$ cat src/rtl/lcd_pkg.sv
// Shared definitions for the HD44780-class character LCD controller:
// command bytes, the init command list and the controller/bus state types.
package lcd_pkg;

  // HD44780 command bytes used by the controller
  localparam logic [7:0] LCD_FUNC_8B2L = 8'h38;  // 8-bit bus, 2 lines, 5x8 font
  localparam logic [7:0] LCD_DISP_ON   = 8'h0C;  // display on, cursor off, blink off
  localparam logic [7:0] LCD_CLEAR     = 8'h01;  // clear display, home cursor (slow)
  localparam logic [7:0] LCD_ENTRY_INC = 8'h06;  // increment address, no shift
  localparam logic [7:0] LCD_DDRAM_L1  = 8'h80;  // set DDRAM address 0 (line 1, col 0)

  // Index of the last entry in the init command list
  localparam logic [1:0] INIT_LAST = 2'd3;

  // Controller sequencing states
  typedef enum logic [2:0] {
    ST_PWRUP = 3'd0,
    ST_INIT  = 3'd1,
    ST_IDLE  = 3'd2,
    ST_ADDR  = 3'd3,
    ST_CHAR  = 3'd4
  } lcd_state_e;

  // Phases of a single bus transfer
  typedef enum logic [1:0] {
    XF_IDLE  = 2'd0,
    XF_SETUP = 2'd1,
    XF_EN    = 2'd2,
    XF_WAIT  = 2'd3
  } xfer_phase_e;

  // Init command list, issued in index order after power-up
  function automatic logic [7:0] init_cmd(input logic [1:0] idx);
    case (idx)
      2'd0: init_cmd = LCD_FUNC_8B2L;
      2'd1: init_cmd = LCD_DISP_ON;
      2'd2: init_cmd = LCD_CLEAR;
      2'd3: init_cmd = LCD_ENTRY_INC;
    endcase
  endfunction

endpackage

$ cat src/rtl/lcd_bus_xfer.sv
// One LCD bus transfer: a setup cycle with rs/data driven and E low, EN_CYC
// cycles of E high, then a post-transfer wait with E low (CLR_CYC when the
// caller flags a slow command, CMD_CYC otherwise). rs/data are held from setup
// until the next transfer's setup. done is high in the last wait cycle.
module lcd_bus_xfer
  import lcd_pkg::*;
#(
  parameter int EN_CYC  = 24,
  parameter int CMD_CYC = 2000,
  parameter int CLR_CYC = 82000
) (
  input  logic       clk,
  input  logic       rst,
  input  logic       start,
  input  logic       rs,
  input  logic [7:0] data,
  input  logic       long_wait,
  output logic       done,
  output logic       lcd_rs,
  output logic       lcd_rw,
  output logic       lcd_e,
  output logic [7:0] lcd_data
);

  // Counter covers the longest of the three phase lengths
  localparam int MAX_AB = (CMD_CYC > EN_CYC) ? CMD_CYC : EN_CYC;
  localparam int MAXW   = (CLR_CYC > MAX_AB) ? CLR_CYC : MAX_AB;
  localparam int CW     = $clog2(MAXW + 1);

  localparam logic [CW-1:0] EN_LOAD  = CW'(EN_CYC - 1);
  localparam logic [CW-1:0] CMD_LOAD = CW'(CMD_CYC - 1);
  localparam logic [CW-1:0] CLR_LOAD = CW'(CLR_CYC - 1);

  xfer_phase_e   phase_reg;
  logic [CW-1:0] cnt_reg;
  logic          long_reg;

  // The controller never reads the LCD
  assign lcd_rw = 1'b0;

  // Last wait cycle: the caller may queue the next transfer now
  assign done = (phase_reg == XF_WAIT) && (cnt_reg == '0);

  // Transfer phase sequencer; counter reloads on every phase entry
  always_ff @(posedge clk or posedge rst) begin
    if (rst) begin
      phase_reg <= XF_IDLE;
      cnt_reg   <= '0;
      long_reg  <= 1'b0;
      lcd_e     <= 1'b0;
      lcd_rs    <= 1'b0;
      lcd_data  <= 8'h00;
    end else begin
      case (phase_reg)
        XF_IDLE: begin
          if (start) begin
            lcd_rs    <= rs;
            lcd_data  <= data;
            long_reg  <= long_wait;
            phase_reg <= XF_SETUP;
          end
        end
        XF_SETUP: begin
          lcd_e     <= 1'b1;
          cnt_reg   <= EN_LOAD;
          phase_reg <= XF_EN;
        end
        XF_EN: begin
          if (cnt_reg == '0) begin
            lcd_e     <= 1'b0;
            cnt_reg   <= long_reg ? CLR_LOAD : CMD_LOAD;
            phase_reg <= XF_WAIT;
          end else begin
            cnt_reg <= cnt_reg - 1'b1;
          end
        end
        XF_WAIT: begin
          if (cnt_reg == '0) begin
            phase_reg <= XF_IDLE;
          end else begin
            cnt_reg <= cnt_reg - 1'b1;
          end
        end
        default: begin
          phase_reg <= XF_IDLE;
          lcd_e     <= 1'b0;
        end
      endcase
    end
  end

endmodule

$ cat src/rtl/lcd_hex_display_ctrl.sv
// HD44780-class 8-bit LCD controller: power-up delay, init command list, then
// on request writes a NDIGITS-wide hex value as ASCII to line 1. Requests that
// arrive while busy are remembered (latest value wins) and served from IDLE.
module lcd_hex_display_ctrl
  import lcd_pkg::*;
#(
  parameter int NDIGITS   = 8,
  parameter int PWRUP_CYC = 750000,
  parameter int EN_CYC    = 24,
  parameter int CMD_CYC   = 2000,
  parameter int CLR_CYC   = 82000
) (
  input  logic                   clk,
  input  logic                   rst,
  input  logic [4*NDIGITS-1:0]   value,
  input  logic                   load,
  output logic                   busy,
  output logic                   lcd_rs,
  output logic                   lcd_rw,
  output logic                   lcd_e,
  output logic [7:0]             lcd_data
);

  localparam int PW = $clog2(PWRUP_CYC + 1);
  localparam int DW = (NDIGITS > 1) ? $clog2(NDIGITS) : 1;

  localparam logic [PW-1:0] PWRUP_LOAD = PW'(PWRUP_CYC - 1);
  localparam logic [DW-1:0] DIGIT_LAST = DW'(NDIGITS - 1);

  lcd_state_e             state_reg;
  logic [PW-1:0]          pwr_cnt_reg;
  logic [1:0]             init_idx_reg;
  logic [DW-1:0]          digit_idx_reg;
  logic [4*NDIGITS-1:0]   frame_reg;
  logic                   pend_reg;
  logic                   busy_reg;

  // Request registers towards the bus transfer engine
  logic                   start_reg;
  logic                   xfer_rs_reg;
  logic [7:0]             xfer_data_reg;
  logic                   xfer_long_reg;
  logic                   xfer_done;

  logic [1:0]             init_idx_next;
  logic [DW-1:0]          digit_idx_next;
  logic [7:0]             init_next_cmd;
  logic [3:0]             nib [NDIGITS];

  // Nibble -> ASCII hex digit, every code listed explicitly
  function automatic logic [7:0] nib_to_ascii(input logic [3:0] n);
    case (n)
      4'h0: nib_to_ascii = 8'h30;
      4'h1: nib_to_ascii = 8'h31;
      4'h2: nib_to_ascii = 8'h32;
      4'h3: nib_to_ascii = 8'h33;
      4'h4: nib_to_ascii = 8'h34;
      4'h5: nib_to_ascii = 8'h35;
      4'h6: nib_to_ascii = 8'h36;
      4'h7: nib_to_ascii = 8'h37;
      4'h8: nib_to_ascii = 8'h38;
      4'h9: nib_to_ascii = 8'h39;
      4'hA: nib_to_ascii = 8'h41;
      4'hB: nib_to_ascii = 8'h42;
      4'hC: nib_to_ascii = 8'h43;
      4'hD: nib_to_ascii = 8'h44;
      4'hE: nib_to_ascii = 8'h45;
      4'hF: nib_to_ascii = 8'h46;
    endcase
  endfunction

  // Digit k is shown at column k; digit 0 is the most significant nibble
  for (genvar gi = 0; gi < NDIGITS; gi++) begin : g_nib
    assign nib[gi] = frame_reg[4*(NDIGITS-gi)-1 -: 4];
  end

  assign init_idx_next  = init_idx_reg + 2'd1;
  assign digit_idx_next = digit_idx_reg + 1'b1;
  assign init_next_cmd  = init_cmd(init_idx_next);
  assign busy           = busy_reg;

  lcd_bus_xfer #(
    .EN_CYC  (EN_CYC),
    .CMD_CYC (CMD_CYC),
    .CLR_CYC (CLR_CYC)
  ) u_xfer (
    .clk       (clk),
    .rst       (rst),
    .start     (start_reg),
    .rs        (xfer_rs_reg),
    .data      (xfer_data_reg),
    .long_wait (xfer_long_reg),
    .done      (xfer_done),
    .lcd_rs    (lcd_rs),
    .lcd_rw    (lcd_rw),
    .lcd_e     (lcd_e),
    .lcd_data  (lcd_data)
  );

  // Main sequencer: power-up, init list, then address + digit frames on request
  always_ff @(posedge clk or posedge rst) begin
    if (rst) begin
      state_reg     <= ST_PWRUP;
      pwr_cnt_reg   <= PWRUP_LOAD;
      init_idx_reg  <= 2'd0;
      digit_idx_reg <= '0;
      frame_reg     <= '0;
      pend_reg      <= 1'b0;
      busy_reg      <= 1'b1;
      start_reg     <= 1'b0;
      xfer_rs_reg   <= 1'b0;
      xfer_data_reg <= 8'h00;
      xfer_long_reg <= 1'b0;
    end else begin
      start_reg <= 1'b0;
      // Any request is remembered; IDLE consumes it below
      if (load) begin
        pend_reg <= 1'b1;
      end
      case (state_reg)
        ST_PWRUP: begin
          if (pwr_cnt_reg == '0) begin
            state_reg     <= ST_INIT;
            init_idx_reg  <= 2'd0;
            start_reg     <= 1'b1;
            xfer_rs_reg   <= 1'b0;
            xfer_data_reg <= init_cmd(2'd0);
            xfer_long_reg <= (init_cmd(2'd0) == LCD_CLEAR);
          end else begin
            pwr_cnt_reg <= pwr_cnt_reg - 1'b1;
          end
        end
        ST_INIT: begin
          if (xfer_done) begin
            if (init_idx_reg == INIT_LAST) begin
              state_reg <= ST_IDLE;
              busy_reg  <= 1'b0;
            end else begin
              init_idx_reg  <= init_idx_next;
              start_reg     <= 1'b1;
              xfer_rs_reg   <= 1'b0;
              xfer_data_reg <= init_next_cmd;
              xfer_long_reg <= (init_next_cmd == LCD_CLEAR);
            end
          end
        end
        ST_IDLE: begin
          if (load || pend_reg) begin
            frame_reg     <= value;
            pend_reg      <= 1'b0;
            busy_reg      <= 1'b1;
            state_reg     <= ST_ADDR;
            start_reg     <= 1'b1;
            xfer_rs_reg   <= 1'b0;
            xfer_data_reg <= LCD_DDRAM_L1;
            xfer_long_reg <= 1'b0;
          end
        end
        ST_ADDR: begin
          if (xfer_done) begin
            state_reg     <= ST_CHAR;
            digit_idx_reg <= '0;
            start_reg     <= 1'b1;
            xfer_rs_reg   <= 1'b1;
            xfer_data_reg <= nib_to_ascii(nib[0]);
            xfer_long_reg <= 1'b0;
          end
        end
        ST_CHAR: begin
          if (xfer_done) begin
            if (digit_idx_reg == DIGIT_LAST) begin
              state_reg <= ST_IDLE;
              busy_reg  <= 1'b0;
            end else begin
              digit_idx_reg <= digit_idx_next;
              start_reg     <= 1'b1;
              xfer_rs_reg   <= 1'b1;
              xfer_data_reg <= nib_to_ascii(nib[digit_idx_next]);
              xfer_long_reg <= 1'b0;
            end
          end
        end
        default: begin
          state_reg <= ST_PWRUP;
          busy_reg  <= 1'b1;
        end
      endcase
    end
  end

endmodule
$ cat config.mk
export PLATFORM = sky130hd
export DESIGN_NAME = lcd_hex_display_ctrl
export DESIGN_NICKNAME = d
export VERILOG_FILES = /design/src/rtl/lcd_pkg.sv /design/src/rtl/lcd_bus_xfer.sv /design/src/rtl/lcd_hex_display_ctrl.sv
export SDC_FILE = /design/constraint.sdc
export NUM_CORES = 1
export LEC_CHECK = 0
export CAP_MARGIN = 20
export CORE_MARGIN = 3
export CORE_UTILIZATION = 33
export CTS_CLUSTER_SIZE = 30
export DETAILED_ROUTE_END_ITERATION = 10
export PLACE_DENSITY = 0.49
export SYNTH_ARGS = -nofsm -noshare
export SYNTH_HDL_FRONTEND = slang
export SYNTH_SLANG_ARGS = --single-unit
$ cat constraint.sdc
create_clock -name clk -period 5.9 [get_ports clk]
set_input_delay 0.59 -clock clk [delete_from_list [all_inputs] [get_ports clk]]
set_output_delay 0.59 -clock clk [all_outputs]
set_load 0.02 [all_outputs]
* Word level (Yosys, flattened, before mapping) *
Memories as Yosys holds them, arrays and structs flattened.
Index checks and enable logic that the tools add are counted.

operators by class
  add/sub/neg operators = 4
  order comparisons = 1
  equal/unequal tests = 26
  mux-type cells = 69
  bitwise operators = 3
  reduce and logical (&&, ||, !) cells = 24

operators by type and width
  cell                     number
  $mux W8                  7
  $mux W17                 3
  $pmux W17 S3             1
  $pmux W8 S5              1
  $pmux W8 S4              1
  $mux W3                  10
  $mux W1                  28
  $logic_not A20 Y1        1
  $sub A20 B1 Y20 const B  1
  $ne A2 B2 Y1 const B     9
  $logic_not A17 Y1        1
  $sub A17 B1 Y17 const B  1
  $pmux W1 S5              3
  $pmux W3 S5              1
  $bmux W4 S3              1
  $mux W2                  6
  $eq A2 B2 Y1 const B     5
  $reduce_and A2 Y1        5
  $eq A8 B1 Y1 const B     1
  $mux W4                  2
  $ne A2 B1 Y1 const B     4
  $pmux W2 S4              1
  $reduce_and A4 Y1        2
  $reduce_and A8 Y1        1
  24 further kinds         31

storage, ports and cells
  flip-flop bits (word level) = 103
  memory bits (read-only) = 224
  output and inout bits = 12
  word-level logic and storage cells = 146
  memories = 2

memories
  name             words  bits a word  read ports  clocked after Yosys merged registers in  wr ports  RTL line                    source
  (no name shown)  16     7            1           0                                        0         lcd_hex_display_ctrl.sv:52  case (n)
  (no name shown)  16     7            1           0                                        0         lcd_hex_display_ctrl.sv:52

* Longest topological paths before layout *
Gate-level depths: netlist (run 1).
An unclocked memory read counts as a cell.

  depth after elaboration = 9
  depth in mapped cells = 10

* By module *
From an unflattened synthesis (run 1), not the netlist that was laid out.

second synthesis, totals
  cells, all modules = 559
  area total of the unflattened synthesis = 5557.8 µm²

modules (own cells, without submodules)
  module                times used  cells an instance  area an instance (µm²)
  lcd_hex_display_ctrl  1           397                3857.4
  lcd_bus_xfer          1           162                1700.4

* Least setup slack after synthesis (run 1) *
OpenSTA, ideal clock, no wires.

  path kind = register -> register
  start = register pwr_cnt_reg[8]
  end = register init_idx_reg[0]
  library setup time = 83 ps
  data arrival time = 2537 ps
  data required time = 5817 ps
  slack = 3281 ps
  stages on the path, launching flop included = 9
  path buffers = 2
  clock period less this slack = 2619 ps
  cells stage by stage = dfstp_2 or3_1 buf_2 or3b_2 o31a_1 buf_6 a2111o_1 or4_1 o21ai_0

on the way
  cells in the longest elaborated chain, start to end = 3

ends and longest elaborated chain
  item                         RTL line                     source
  start: declaration           lcd_hex_display_ctrl.sv:31   logic [PW-1:0] pwr_cnt_reg;
  start signal: assignment     lcd_hex_display_ctrl.sv:130  pwr_cnt_reg <= pwr_cnt_reg - 1'b1;
  $logic_not A20 Y1            lcd_hex_display_ctrl.sv:122  if (pwr_cnt_reg == '0) begin
  $ne A2 B2 Y1 (no line)       --
  $reduce_and A4 Y1 (no line)  --
  end signal: assignment       lcd_hex_display_ctrl.sv:139  init_idx_reg <= init_idx_next;
  end: declaration             lcd_hex_display_ctrl.sv:32   logic [1:0] init_idx_reg;

Every way passes these cells.
A chain may end at the register's enable or synchronous reset.

* Final worst setup path (run 1) *
  start = register digit_idx_reg[0]
  end = register xfer_data_reg[0]

on the way
  cells in the longest elaborated chain, start to end = 9
  elaborated cells on any way between the ends = 12
  those cells by class = add/sub: 1; eq/ne: 2; mux: 6; bitwise: 1; reduce/logical: 1; memory: 1

ends and longest elaborated chain
  item                                        RTL line                     source
  start: declaration                          lcd_hex_display_ctrl.sv:33   logic [DW-1:0] digit_idx_reg;
  start signal: assignment                    lcd_hex_display_ctrl.sv:175  digit_idx_reg <= digit_idx_next;
  $add A3 B1 Y3                               lcd_hex_display_ctrl.sv:78   assign digit_idx_next = digit_idx_reg + 1'b1;
  $not A3 Y4 (implied by the code)            lcd_hex_display_ctrl.sv:178  xfer_data_reg <= nib_to_ascii(nib[digit_idx_next]);
  $bmux W4 S3                                 lcd_hex_display_ctrl.sv:178
  $mux W4 (implied by the code) (2 in a row)  lcd_hex_display_ctrl.sv:178
  $mem_v2 Z16 W7                              --
  $mux W8                                     lcd_hex_display_ctrl.sv:171  if (digit_idx_reg == DIGIT_LAST) begin
  $mux W8                                     lcd_hex_display_ctrl.sv:170  if (xfer_done) begin
  $pmux W8 S5                                 lcd_hex_display_ctrl.sv:120  case (state_reg)
  end signal: assignment                      lcd_hex_display_ctrl.sv:127  xfer_data_reg <= init_cmd(2'd0);
  end signal: assignment                      lcd_hex_display_ctrl.sv:165  xfer_data_reg <= nib_to_ascii(nib[0]);
  end signal: assignment                      lcd_hex_display_ctrl.sv:178
  end: declaration                            lcd_hex_display_ctrl.sv:41   logic [7:0] xfer_data_reg;

Parallel ways exist; a longest one is shown, timed or not. The select of a mux whose other input is x is not followed.

==> metrics.md, run 1 <==
| Metric | Value |
|---|---|
| Reported max-cap violation count | 0 |
| Fillers | between 1,000 and 1,500 |
| Mux cell area share after synthesis | 0.142 |
| Power per Cell Area | 380 nW/um^2 |
| HPWL after DPL | 8620 microns |
| Vias | between 3,000 and 4,000 |
| Finished Cell Area | 6170 sq um |
| Worst Setup End Kind | register |
| CP max FO | 10 |
| Main synth FF type | dfrtp_1 |
| Top sig layer | met4 |
| Min cycle time layout | 3.05 ns |
| Post-synth top area share | 0.414 |
| Syn. warnings | 0 |
| Largest family of logic cells by synthesized area | multiplexers |
| Synth Area in Compound Gates | 0.121 |
| Synth Area in Simple Gates | 0.140 |
| Clock Latency Late Sink | 0.35 ns |
| Worst hold path class | reg -> reg |
| CP required | slightly above 6 ns |
| Synth cell types | between 50 and 60 |
| Critical Path Most Common Cell | ha_1 |
| Gr ovfl total | 0 |
| EDFF count, synth | 0 |
| IO Port Bufs | 45 |
| Clock Skews | 0.00993 ns |
| Clock Tree Buf Depth | 2 |
| Layout cell share with drive strength beyond 1 | 0.180 |
| Area delta synth->final | 17.4% |
| Status | finished clean |
| Largest net degree at the start of global routing | 65 |
| Metal2 WL | around 6000 microns |
| Cells after Synth | 493 |
| Avg Inst Size Synth | 10.7 sq um |
| All-Layer GR Usage | 0.138 |
| Synth Cell Area | about 5300 sq um |
| Initial antenna violation count | 0 |
| Cell taking the most area after synthesis | dfrtp_1 |
| Synth Area in XOR/XNOR | 0.0350 |
| Synth Register Bits | 101 |
| Slowest CP cell | dfrtp_1 |
| CORE AREA | 15,400 sq um |
| I/O pins | 47 |
| Sequential area share after synthesis | 0.484 |
| Crit path DAT | 3.29 ns |
| Pins Over Slew Limit | 0 |
| Setup Fix Bufs, Post-CTS | 0 |
| Chip height | 132 microns |
| Initial Utilization | 0.342 |
| Detail Route Antenna Nets | 0 |
| Syn Nets | 546 |
| Die X-Extent | 132 microns |
| Metal-1 WL | 5310 microns |
| Total Power | ~2.3 mW |
| CTS tree | built |
| Max Clk Rate | ~0.33 GHz |
| Cell Rows | 45 |
| Wire length on met3 | 373 microns |
| DP Area | 5880 sq um |
| Max reg flops | 32 |
| Detailed Route WL | approximately 12,000 microns |
| Critical path class | reg -> reg |
| Asr flop ratio synth | 1.00 |
| Gpl congestion | 0.774 |
| H-tree Lvls | 3 |
| Period utilization | 0.517 |
| Startpoint Class | register |
| Reg clk slew, reported paths | ~0.070 ns |
| Diode count | 0 |
| Post-DR vias/cell | 5.12 |
| Setup_tns | 0 ns |
| Post-cts sizing count | 0 |
| Residual DRC | 0 |
| Die outline area | 17,500 sq um |
| CP max stage delay | 0.55 ns |
| RSZ-0062 raised after global routing | false |
| Average wire per standard cell | 15.8 microns |
| Adder-cell share of the synthesized area | 0.0429 |
| Critical-path cell list | ha_1, ha_1, mux4_2, mux2i_1, ha_1, mux2i_1, o21ai_0, mux2_2 |
| Slew @ Worst Pin | 0.775 ns |
| Root Driver | clkbuf_16 |
| TritonCTS buffer count | 9 |
| # hold bufs at CTS | 0 |
| Top cells by area, synth | dfrtp_1 41%, mux2_2 9.9%, dfstp_2 7.0% |
| Max_slew headroom | 0.484 |
| DRT Pass-1 Iters | 4 |
| Vias in the first global route | 3,816 |
| NumNets Final | 580 |
| Leak | 2.71 nW |
| Final Hold Viols | 0 |
| 1st-iter DRT viols | 232 |
| # setup viols final | 0 |
| VDD IR max | 0.207 mV |
| CTS Sinks | between 100 and 150 |
| First-pass GRT wire length | 19,500 microns |
synthesized netlist by cell type, types with 7 or more instances:
cell	instances
dfrtp_1	87
mux2_2	46
nor2_1	43
nand2_1	35
o21ai_0	35
nor3_1	22
a21oi_1	20
clkbuf_1	20
inv_1	19
ha_1	18
dfstp_2	14
xor2_1	14
nand3_1	9
mux4_2	8
nor4_1	7
xnor2_1	7
final timing paths:
path,start,end,slack (ns),cells past startpoint
setup / recovery,digit_idx_reg[0]$_DFFE_PP0P_,xfer_data_reg[0]$_DFFE_PP0P_,2.85,8
hold / removal,pwr_cnt_reg[18]$_DFFE_PP0P_,pwr_cnt_reg[18]$_DFFE_PP0P_,0.47,1
setup reg to reg,digit_idx_reg[0]$_DFFE_PP0P_,xfer_data_reg[0]$_DFFE_PP0P_,2.85,8
hold reg to reg,pwr_cnt_reg[18]$_DFFE_PP0P_,pwr_cnt_reg[18]$_DFFE_PP0P_,0.47,1
max in group asynchronous,rst,busy$_DFFE_PP1P_,4.16,3
min in group asynchronous,rst,frame_reg[4]$_DFFE_PP0P_,0.74,2
logic make-up (layout without fill, tap and decap cells):
group | count (synthesis) | after routing
AOI/OAI and AO/OA | 100 | 100
adders and majority gates | 18 | 18
and+or+nand+nor | 150 | 150
muxes | 59 | 59
other | 1 | 1
DFF | 101 | 101
xor gates and xnor gates | 21 | 21
buffers and inverters | 43 | 82
metal layers:
layer	vias to the layer above	GRT usage
li1	1839	-
met1	1888	0.171
met2	67	0.239
met3	9	0.0378
met4	0	0.0346
met5	-	0
area by class of cell:
| class | instances | area [sq um] | area share |
|---|---|---|---|
| repair buffers | 47 | 465 | 0.0755 |
| well taps | 211 | 264 | 0.0428 |
| flip-flops and latches | 101 | 2540 | 0.413 |
| clock buffers | 10 | 229 | 0.0371 |
| multi-input cells | 349 | 2530 | 0.411 |
| inverters | 19 | 73.8 | 0.0120 |
| clock inverters | 6 | 55.1 | 0.00893 |
report_power, final:
group / switching, mW / internal [mW] / leakage (nW) / total, mW
clock: 0.280 / 0.295 / 0.133 / 0.574
combinational: 0.405 / 0.362 / 1.34 / 0.767
sequential: 0.140 / 0.864 / 1.23 / 1.00
critical path, delay by kind of cell, from the launching register on:
kind | cells | cell delay [ns]
flops | 1 | 0.55
fa+ha+maj | 3 | 1.12
compound gates | 1 | 0.13
mux | 4 | 1.14
cells in the final DEF (no fill, tap or decap), types with 4 or more instances in the layout:
cell / synthesis / layout
mux4_2: 8 / 8
dfrtp_1: 87 / 87
o21ai_0: 35 / 35
mux2i_1: 5 / 5
nor3_1: 22 / 22
a22o_1: 5 / 5
nand3_1: 9 / 9
xor2_1: 14 / 14
clkdlybuf4s50_1: 0 / 45
or3_1: 4 / 4
nand2_1: 35 / 35
clkbuf_16: 0 / 9
ha_1: 18 / 18
nand2b_1: 6 / 6
nor4_1: 7 / 7
mux2_2: 46 / 46
inv_1: 19 / 18
a211oi_1: 4 / 4
dfstp_2: 14 / 14
xnor2_1: 7 / 7
a21oi_1: 20 / 20
nor2_1: 43 / 43
o22ai_1: 5 / 5
metrics by stage:
stage / cells / setup slack [ns] / util / hold slack, ns
3_5_place_dp: 727 / 2.83 / 0.383 / 0.469
5_1_grt: 743 / 2.59 / 0.401 / 0.492
3_3_place_gp: 727 / 2.99 / 0.383 / 0.457
2_1_floorplan: 493 / 2.69 / - / 0.434
4_1_cts: 743 / 2.81 / 0.401 / 0.483
6_report: 743 / 2.85 / 0.401 / 0.474
Power figures use the tool's default switching activity.
==> inputs of run 2 (changes only) <==
--- a/config.mk
+++ b/config.mk
@@ -10,7 +10,7 @@
 export CORE_UTILIZATION = 33
 export CTS_CLUSTER_SIZE = 30
 export DETAILED_ROUTE_END_ITERATION = 10
-export PLACE_DENSITY = 0.49
+export PLACE_DENSITY = 0.5
 export SYNTH_ARGS = -nofsm -noshare
 export SYNTH_HDL_FRONTEND = slang
 export SYNTH_SLANG_ARGS = --single-unit
==> constraint.sdc (replaced) <==
create_clock -name clk -period 2.5 [get_ports clk]
set_input_delay 0.25 -clock clk [delete_from_list [all_inputs] [get_ports clk]]
set_output_delay 0.25 -clock clk [all_outputs]
set_load 0.02 [all_outputs]
==> run 2 against run 1 <==
Effect of this change: clock-buffer cell count fell by 1; sequential share of layout area fell by 3.1 points; sequential cell count did not move; global-route usage rose by 0.69 points; hold slack got worse by 0.14 ns; setup slack got worse by 2.8 ns; die area did not move; design area rose by 8.0%; combinational power rose to 2.8 times the previous value; critical endpoint is now init_idx_reg[0]$_DFFE_PP0P_; highest routed layer unchanged.
==> metrics.md, run 2 (synthesis gave the netlist of run 1 again) <==
| Metric | Value |
|---|---|
| Status | finished clean (unchanged) |
| Chip height | 132 microns (unchanged) |
| RSZ-0062 raised after global routing | true (was false) |
| FF-to-FF setup slack | 0.04 ns (was 2.85 ns) |
| # hold bufs at CTS | 0 (unchanged) |
| Fillers | 1,434 (was 1,499) |
| Internal power | 3.85 mW (was 1.52 mW) |
| Total Power | 5.91 mW (was 2.34 mW) |
| Crit path DAT | 2.74 ns (was 3.29 ns) |
| Largest net degree at the start of global routing | 42 (was 65) |
| CTS tree | built (unchanged) |
| Clock Tree Buf Depth | 2 (unchanged) |
| Clk network pwr share | 0.244 (was 0.245) |
| Cell Rows | 45 (unchanged) |
| Initial antenna violation count | 0 (unchanged) |
| Detail Route Antenna Nets | 0 (unchanged) |
| Root Driver | clkbuf_16 (unchanged) |
| CP max stage delay | 0.55 ns (about the same) |
| Gpl congestion | 0.819 (was 0.774) |
| Largest delay share family, worst path | simple AND/OR/NAND/NOR gates (was multiplexers) |
| Multi-input gate area | 2620 sq um (was 2530 sq um) |
| Top sig layer | met4 (unchanged) |
| Register area | 2540 sq um (unchanged) |
| TritonCTS buffer count | 9 (unchanged) |
| # setup viols final | 0 (unchanged) |
| Commonest non-fill, non-tap cell in the layout | dfrtp_1 (unchanged) |
| CP required | 2.78 ns (was 6.14 ns) |
| Diode count | 0 (unchanged) |
| Critical path buffers and inverters | 0 (unchanged) |
| H-tree Lvls | 3 (unchanged) |
| Sequential share of power | 0.391 (was 0.428) |
| Reported max-cap violation count | 0 (unchanged) |
| Final Hold Viols | 0 (unchanged) |
| Min cycle time layout | 2.46 ns (was 3.05 ns) |
| Worst Setup End Kind | register (unchanged) |
| CP max FO | 4 (was 10) |
| Wire length on met3 | 387 microns (was 373 microns) |
| HPWL after DPL | 8940 microns (was 8620 microns) |
| CORE AREA | 15,400 sq um (unchanged) |
| Pins Over Slew Limit | 0 (unchanged) |
| Critical-path cell list | or4_4, or3_4, o31a_1, a2111o_1, or4_1, o21ai_1 (was ha_1, ha_1, mux4_2, mux2i_1, ha_1, mux2i_1, o21ai_0, mux2_2) |
| Max_slew headroom | 0.544 (was 0.484) |
| First-pass GRT wire length | 20,800 microns (was 19,500 microns) |
| Leak | 2.96 nW (was 2.71 nW) |
| VDD IR max | 0.390 mV (was 0.207 mV) |
| Slowest CP cell | or4_4 (was dfrtp_1) |
| Residual DRC | 0 (unchanged) |
| Min Hold Slack | 0.338 ns (was 0.474 ns) |
| Sw frac | 0.349 (was 0.352) |
| Metal-1 WL | 5480 microns (was 5310 microns) |
| Placed cell count | 769 (was 727) |
| Layout cell share with drive strength beyond 1 | 0.267 (was 0.180) |
| Area delta synth->final | 26.8% (was 17.4%) |
| Layout Cells excl Fill | 788 (was 743) |
| Power per Cell Area | 888 nW/um^2 (was 380 nW/um^2) |
| Detailed Route WL | 12,000 microns (was 11,800 microns) |
| Clock Latency Late Sink | 0.36 ns (was 0.35 ns) |
| Max Clk Rate | 0.406 GHz (was 0.328 GHz) |
| DRT Pass-1 Iters | 4 (unchanged) |
| Most frequent cells in the layout | 87 x dfrtp_1, 45 x mux2_2, 45 x clkdlybuf4s50_1 (was 87 x dfrtp_1, 46 x mux2_2, 45 x clkdlybuf4s50_1) |
| Slew @ Worst Pin | 0.682 ns (was 0.775 ns) |
| Startpoint Class | register (unchanged) |
| 1st-iter DRT viols | 178 (was 232) |
| Vias in the first global route | 4,172 (was 3,816) |
| NumNets Final | 625 (was 580) |
| NetSw | 2.06 mW (was 0.825 mW) |
| Die outline area | 17,500 sq um (unchanged) |
| IO Port Bufs | 45 (unchanged) |
| Period utilization | 0.984 (was 0.517) |
| Combinational power share | 0.365 (was 0.327) |
| Metal2 WL | 6100 microns (was 5930 microns) |
| I/O pins | 47 (unchanged) |
| Reg clk slew, reported paths | 0.08 ns (was 0.07 ns) |
| Initial Utilization | 0.342 (unchanged) |
| Average wire per standard cell | 15.3 microns (was 15.8 microns) |
| Die X-Extent | 132 microns (unchanged) |
| Post-DR vias/cell | 5.01 (was 5.12) |
| All-Layer GR Usage | 0.145 (was 0.138) |
| Critical path class | reg -> reg (unchanged) |
| Vias | 3,949 (was 3,803) |
| CTS Sinks | 101 (unchanged) |
| Clock Skews | 0.0116 ns (was 0.00993 ns) |
| Gr ovfl total | 0 (unchanged) |
| Max reg flops | 32 (unchanged) |
| Worst hold path class | in -> async (was reg -> reg) |
==> run 2: power groups by stage <==
stage	clock network (mW)	logic, mW	registers [mW]
detailed placement	0	2.10	2.34
CTS	1.50	2.13	2.31
global placement	0	2.06	2.34
floorplan	0	1.34	2.28
global route	1.56	2.40	2.37
finish	1.44	2.16	2.31
==> run 2: final timing paths <==
| kind | from | endpoint | depth (start not counted) |
|---|---|---|---|
| hold / removal | rst | u_xfer.lcd_e$_DFFE_PP0P_ | 2 |
| setup / recovery | pwr_cnt_reg[2]$_DFFE_PP1P_ | init_idx_reg[0]$_DFFE_PP0P_ | 6 |
| min in group clk | pwr_cnt_reg[10]$_DFFE_PP0P_ | pwr_cnt_reg[10]$_DFFE_PP0P_ | 1 |
| hold reg to reg | pwr_cnt_reg[10]$_DFFE_PP0P_ | pwr_cnt_reg[10]$_DFFE_PP0P_ | 1 |
| max in group asynchronous | rst | pwr_cnt_reg[0]$_DFFE_PP1P_ | 3 |
| setup reg to reg | pwr_cnt_reg[2]$_DFFE_PP1P_ | init_idx_reg[0]$_DFFE_PP0P_ | 6 |
==> run 2: stage by stage <==
step	util	TNS (ns)	area, sq um	setup WS (ns)
after CTS	0.429	0	6600	0.0170
after floorplan	-	0	5270	0.000883
final	0.433	0	6660	0.0393
after global routing	0.433	-0.0903	6660	-0.0371
after global placement	0.406	-0.213	6240	-0.109
after detailed placement	0.406	-0.644	6240	-0.186
==> run 2: routing by layer <==
| metal | up-vias | global-route usage |
|---|---|---|
| li1 | 1915 | - |
| met1 | 1968 | 0.184 |
| met2 | 60 | 0.249 |
| met3 | 6 | 0.0374 |
| met4 | 0 | 0.0323 |
| met5 | - | 0 |
==> run 2: area by class of cell <==
type	count	area share
Sequential cell	101	0.382
Timing Repair Buffer	92	0.126
Clock inverter	7	0.0139
Tap cell	211	0.0396
Clock buffer	9	0.0338
Inverter	19	0.0113
Multi-Input combinational cell	349	0.393
==> run 2: what timing repair did <==
| action | 4_1_cts | 5_1_grt |
|---|---|---|
| endpoints found under the setup margin | 6 | 15 |
| resized for setup | 6 | 13 |
| buffers inserted | 0 | 4 |
| pin swaps | 0 | 3 |
| hold endpoints to repair | 0 | 0 |
==> inputs of run 3 (changes only) <==
--- a/config.mk
+++ b/config.mk
@@ -10,7 +10,7 @@
 export CORE_UTILIZATION = 33
 export CTS_CLUSTER_SIZE = 30
 export DETAILED_ROUTE_END_ITERATION = 10
-export PLACE_DENSITY = 0.5
+export PLACE_DENSITY = 0.57
 export SYNTH_ARGS = -nofsm -noshare
 export SYNTH_HDL_FRONTEND = slang
 export SYNTH_SLANG_ARGS = --single-unit
==> run 3 against run 2 <==
Effect of this change: register-to-register slack is essentially flat; core utilization fell by 0.31 points; critical endpoint is now init_idx_reg[1]$_DFFE_PP0P_; maximum frequency rose by 0.26%; sequential power is essentially flat; total power fell by 3.2%; critical path depth stayed put; design area down 0.71%; routed wire length down 3.6%; non-clock buffer count did not move; first-iteration DRC count is 19% higher; clock skew is 0.0033 ns lower; clock-buffer cell count unchanged.
==> metrics.md, run 3 (synthesis gave the netlist of run 1 again) <==
| Metric | Value |
|---|---|
| 1st-iter DRT viols | 212 (was 178) |
| FF-to-FF setup slack | 0.05 ns (was 0.04 ns) |
| CTS tree | built (unchanged) |
| Die outline area | 17,500 sq um (unchanged) |
| Chip height | 132 microns (unchanged) |
| Post-DR vias/cell | 5.01 (about the same) |
| DRT Pass-1 Iters | 4 (unchanged) |
| TritonCTS buffer count | 9 (unchanged) |
| Leak | 2.96 nW (about the same) |
| Vias in the first global route | 4,090 (was 4,172) |
| Residual DRC | 0 (unchanged) |
| RSZ-0062 raised after global routing | true (unchanged) |
| DP Area | 6220 sq um (was 6240 sq um) |
| CTS Sinks | 101 (unchanged) |
| Worst Setup End Kind | register (unchanged) |
| Root Driver | clkbuf_16 (unchanged) |
| Pins Over Slew Limit | 0 (unchanged) |
| Post-layout util | 0.430 (was 0.433) |
| Layout Cells excl Fill | 788 (unchanged) |
| Setup_tns | 0 ns (unchanged) |
| NumNets Final | 625 (unchanged) |
| CP max FO | 4 (unchanged) |
| Detailed Route WL | 11,600 microns (was 12,000 microns) |
| Min cycle time layout | 2.45 ns (was 2.46 ns) |
| Layout cell share with drive strength beyond 1 | 0.263 (was 0.267) |
| Final Worst Setup Slack | 0.0456 ns (was 0.0393 ns) |
| VDD IR max | 0.571 mV (was 0.390 mV) |
| Power per Cell Area | 866 nW/um^2 (was 888 nW/um^2) |
| Reported max-cap violation count | 0 (unchanged) |
| Gpl congestion | 0.865 (was 0.819) |
| Max reg flops | 32 (unchanged) |
| Clock Tree Buf Depth | 2 (unchanged) |
| Finished Cell Area | 6620 sq um (was 6660 sq um) |
| DP Worst Slack | -0.120 ns (was -0.186 ns) |
| Critical path class | reg -> reg (unchanged) |
| HPWL after DPL | 8600 microns (was 8940 microns) |
| Placed cell count | 767 (was 769) |
| Gr ovfl total | 0 (unchanged) |
| Critical path buffers and inverters | 0 (unchanged) |
| Vias | 3,951 (was 3,949) |
| Min Hold Slack | 0.364 ns (was 0.338 ns) |
| Initial Utilization | 0.342 (unchanged) |
| CP max stage delay | 0.55 ns (about the same) |
| Largest net degree at the start of global routing | 42 (unchanged) |
| Reg clk slew, reported paths | 0.07 ns (was 0.08 ns) |
| Max Clk Rate | 0.407 GHz (was 0.406 GHz) |
| Max_slew headroom | 0.520 (was 0.544) |
| I/O pins | 47 (unchanged) |
| CP required | 2.78 ns (about the same) |
| Final Hold Viols | 0 (unchanged) |
| Detail Route Antenna Nets | 0 (unchanged) |
| Worst hold path class | in -> async (unchanged) |
| Clock Latency Late Sink | 0.35 ns (was 0.36 ns) |
| Diode count | 0 (unchanged) |
| Most frequent cells in the layout | 87 x dfrtp_1, 45 x mux2_2, 45 x clkdlybuf4s50_1 (unchanged) |
| Average wire per standard cell | 14.7 microns (was 15.3 microns) |
| Area delta synth->final | 25.9% (was 26.8%) |
| IO Port Bufs | 45 (unchanged) |
| Die X-Extent | 132 microns (unchanged) |
| Initial antenna violation count | 0 (unchanged) |
| Largest delay share family, worst path | simple AND/OR/NAND/NOR gates (unchanged) |
| Status | finished clean (unchanged) |
| Slew @ Worst Pin | 0.719 ns (was 0.682 ns) |
| First-pass GRT wire length | 19,800 microns (was 20,800 microns) |
| Slowest CP cell | or4_4 (unchanged) |
| Cell Rows | 45 (unchanged) |
| Startpoint Class | register (unchanged) |
| Clock Skews | 0.00830 ns (was 0.0116 ns) |
| CORE AREA | 15,400 sq um (unchanged) |
| Crit path DAT | 2.73 ns (was 2.74 ns) |
| All-Layer GR Usage | 0.138 (was 0.145) |
| Period utilization | 0.982 (was 0.984) |
| Critical-path cell list | or4_4, or3_4, o31a_1, a2111o_1, or4_1, o21ai_1 (unchanged) |
| # setup viols final | 0 (unchanged) |
| Commonest non-fill, non-tap cell in the layout | dfrtp_1 (unchanged) |
| H-tree Lvls | 3 (unchanged) |
| Total Power | 5.73 mW (was 5.91 mW) |
==> run 3: changes by cell type in the layout (fill, tap and decap cells not counted), sizes merged <==
cell      change
inv           +4
clkinvlp      -1
clkinv        -3
==> run 3: where the power goes <==
| part | switching, mW | internal, mW |
|---|---|---|
| Sequential | 0.284 | 2.04 |
| Clock | 0.678 | 0.704 |
| Combinational | 1.02 | 1.00 |
| Total | 1.98 | 3.74 |
==> run 3: area by class of cell <==
cell class,instances,area (sq um)
fillers,1434,8760
multi-input cells,349,2600
flip-flops and latches,101,2540
repair buffers,92,841
well taps,211,264
clock buffers,9,225
inverters,19,75.1
clock inverters,7,65.1
==> run 3: timing repair <==
action | 4_1_cts | 5_1_grt
buffers inserted | 0 | 5
resized for setup | 3 | 12
endpoints found under the setup margin | 6 | 10
hold buffers | 0 | 0
pin swaps | 0 | 1
==> run 3: final timing paths <==
path	to	startpoint	cells after the start
min	u_xfer.lcd_data[5]$_DFFE_PP0P_	rst	2
min in group clk	pwr_cnt_reg[18]$_DFFE_PP0P_	pwr_cnt_reg[18]$_DFFE_PP0P_	1
min reg2reg	pwr_cnt_reg[18]$_DFFE_PP0P_	pwr_cnt_reg[18]$_DFFE_PP0P_	1
max in group asynchronous	busy$_DFFE_PP1P_	rst	3
max reg2reg	init_idx_reg[1]$_DFFE_PP0P_	pwr_cnt_reg[2]$_DFFE_PP1P_	6
max	init_idx_reg[1]$_DFFE_PP0P_	pwr_cnt_reg[2]$_DFFE_PP1P_	6
==> run 3: routing by layer <==
| metal | global-route usage | part of all wire | vias to the layer above |
|---|---|---|---|
| li1 | - | - | 1923 |
| met1 | 0.178 | 0.47 | 1949 |
| met2 | 0.226 | 0.48 | 65 |
| met3 | 0.0405 | 0.035 | 14 |
| met4 | 0.0364 | 0.015 | 0 |
| met5 | 0 | 0 | - |
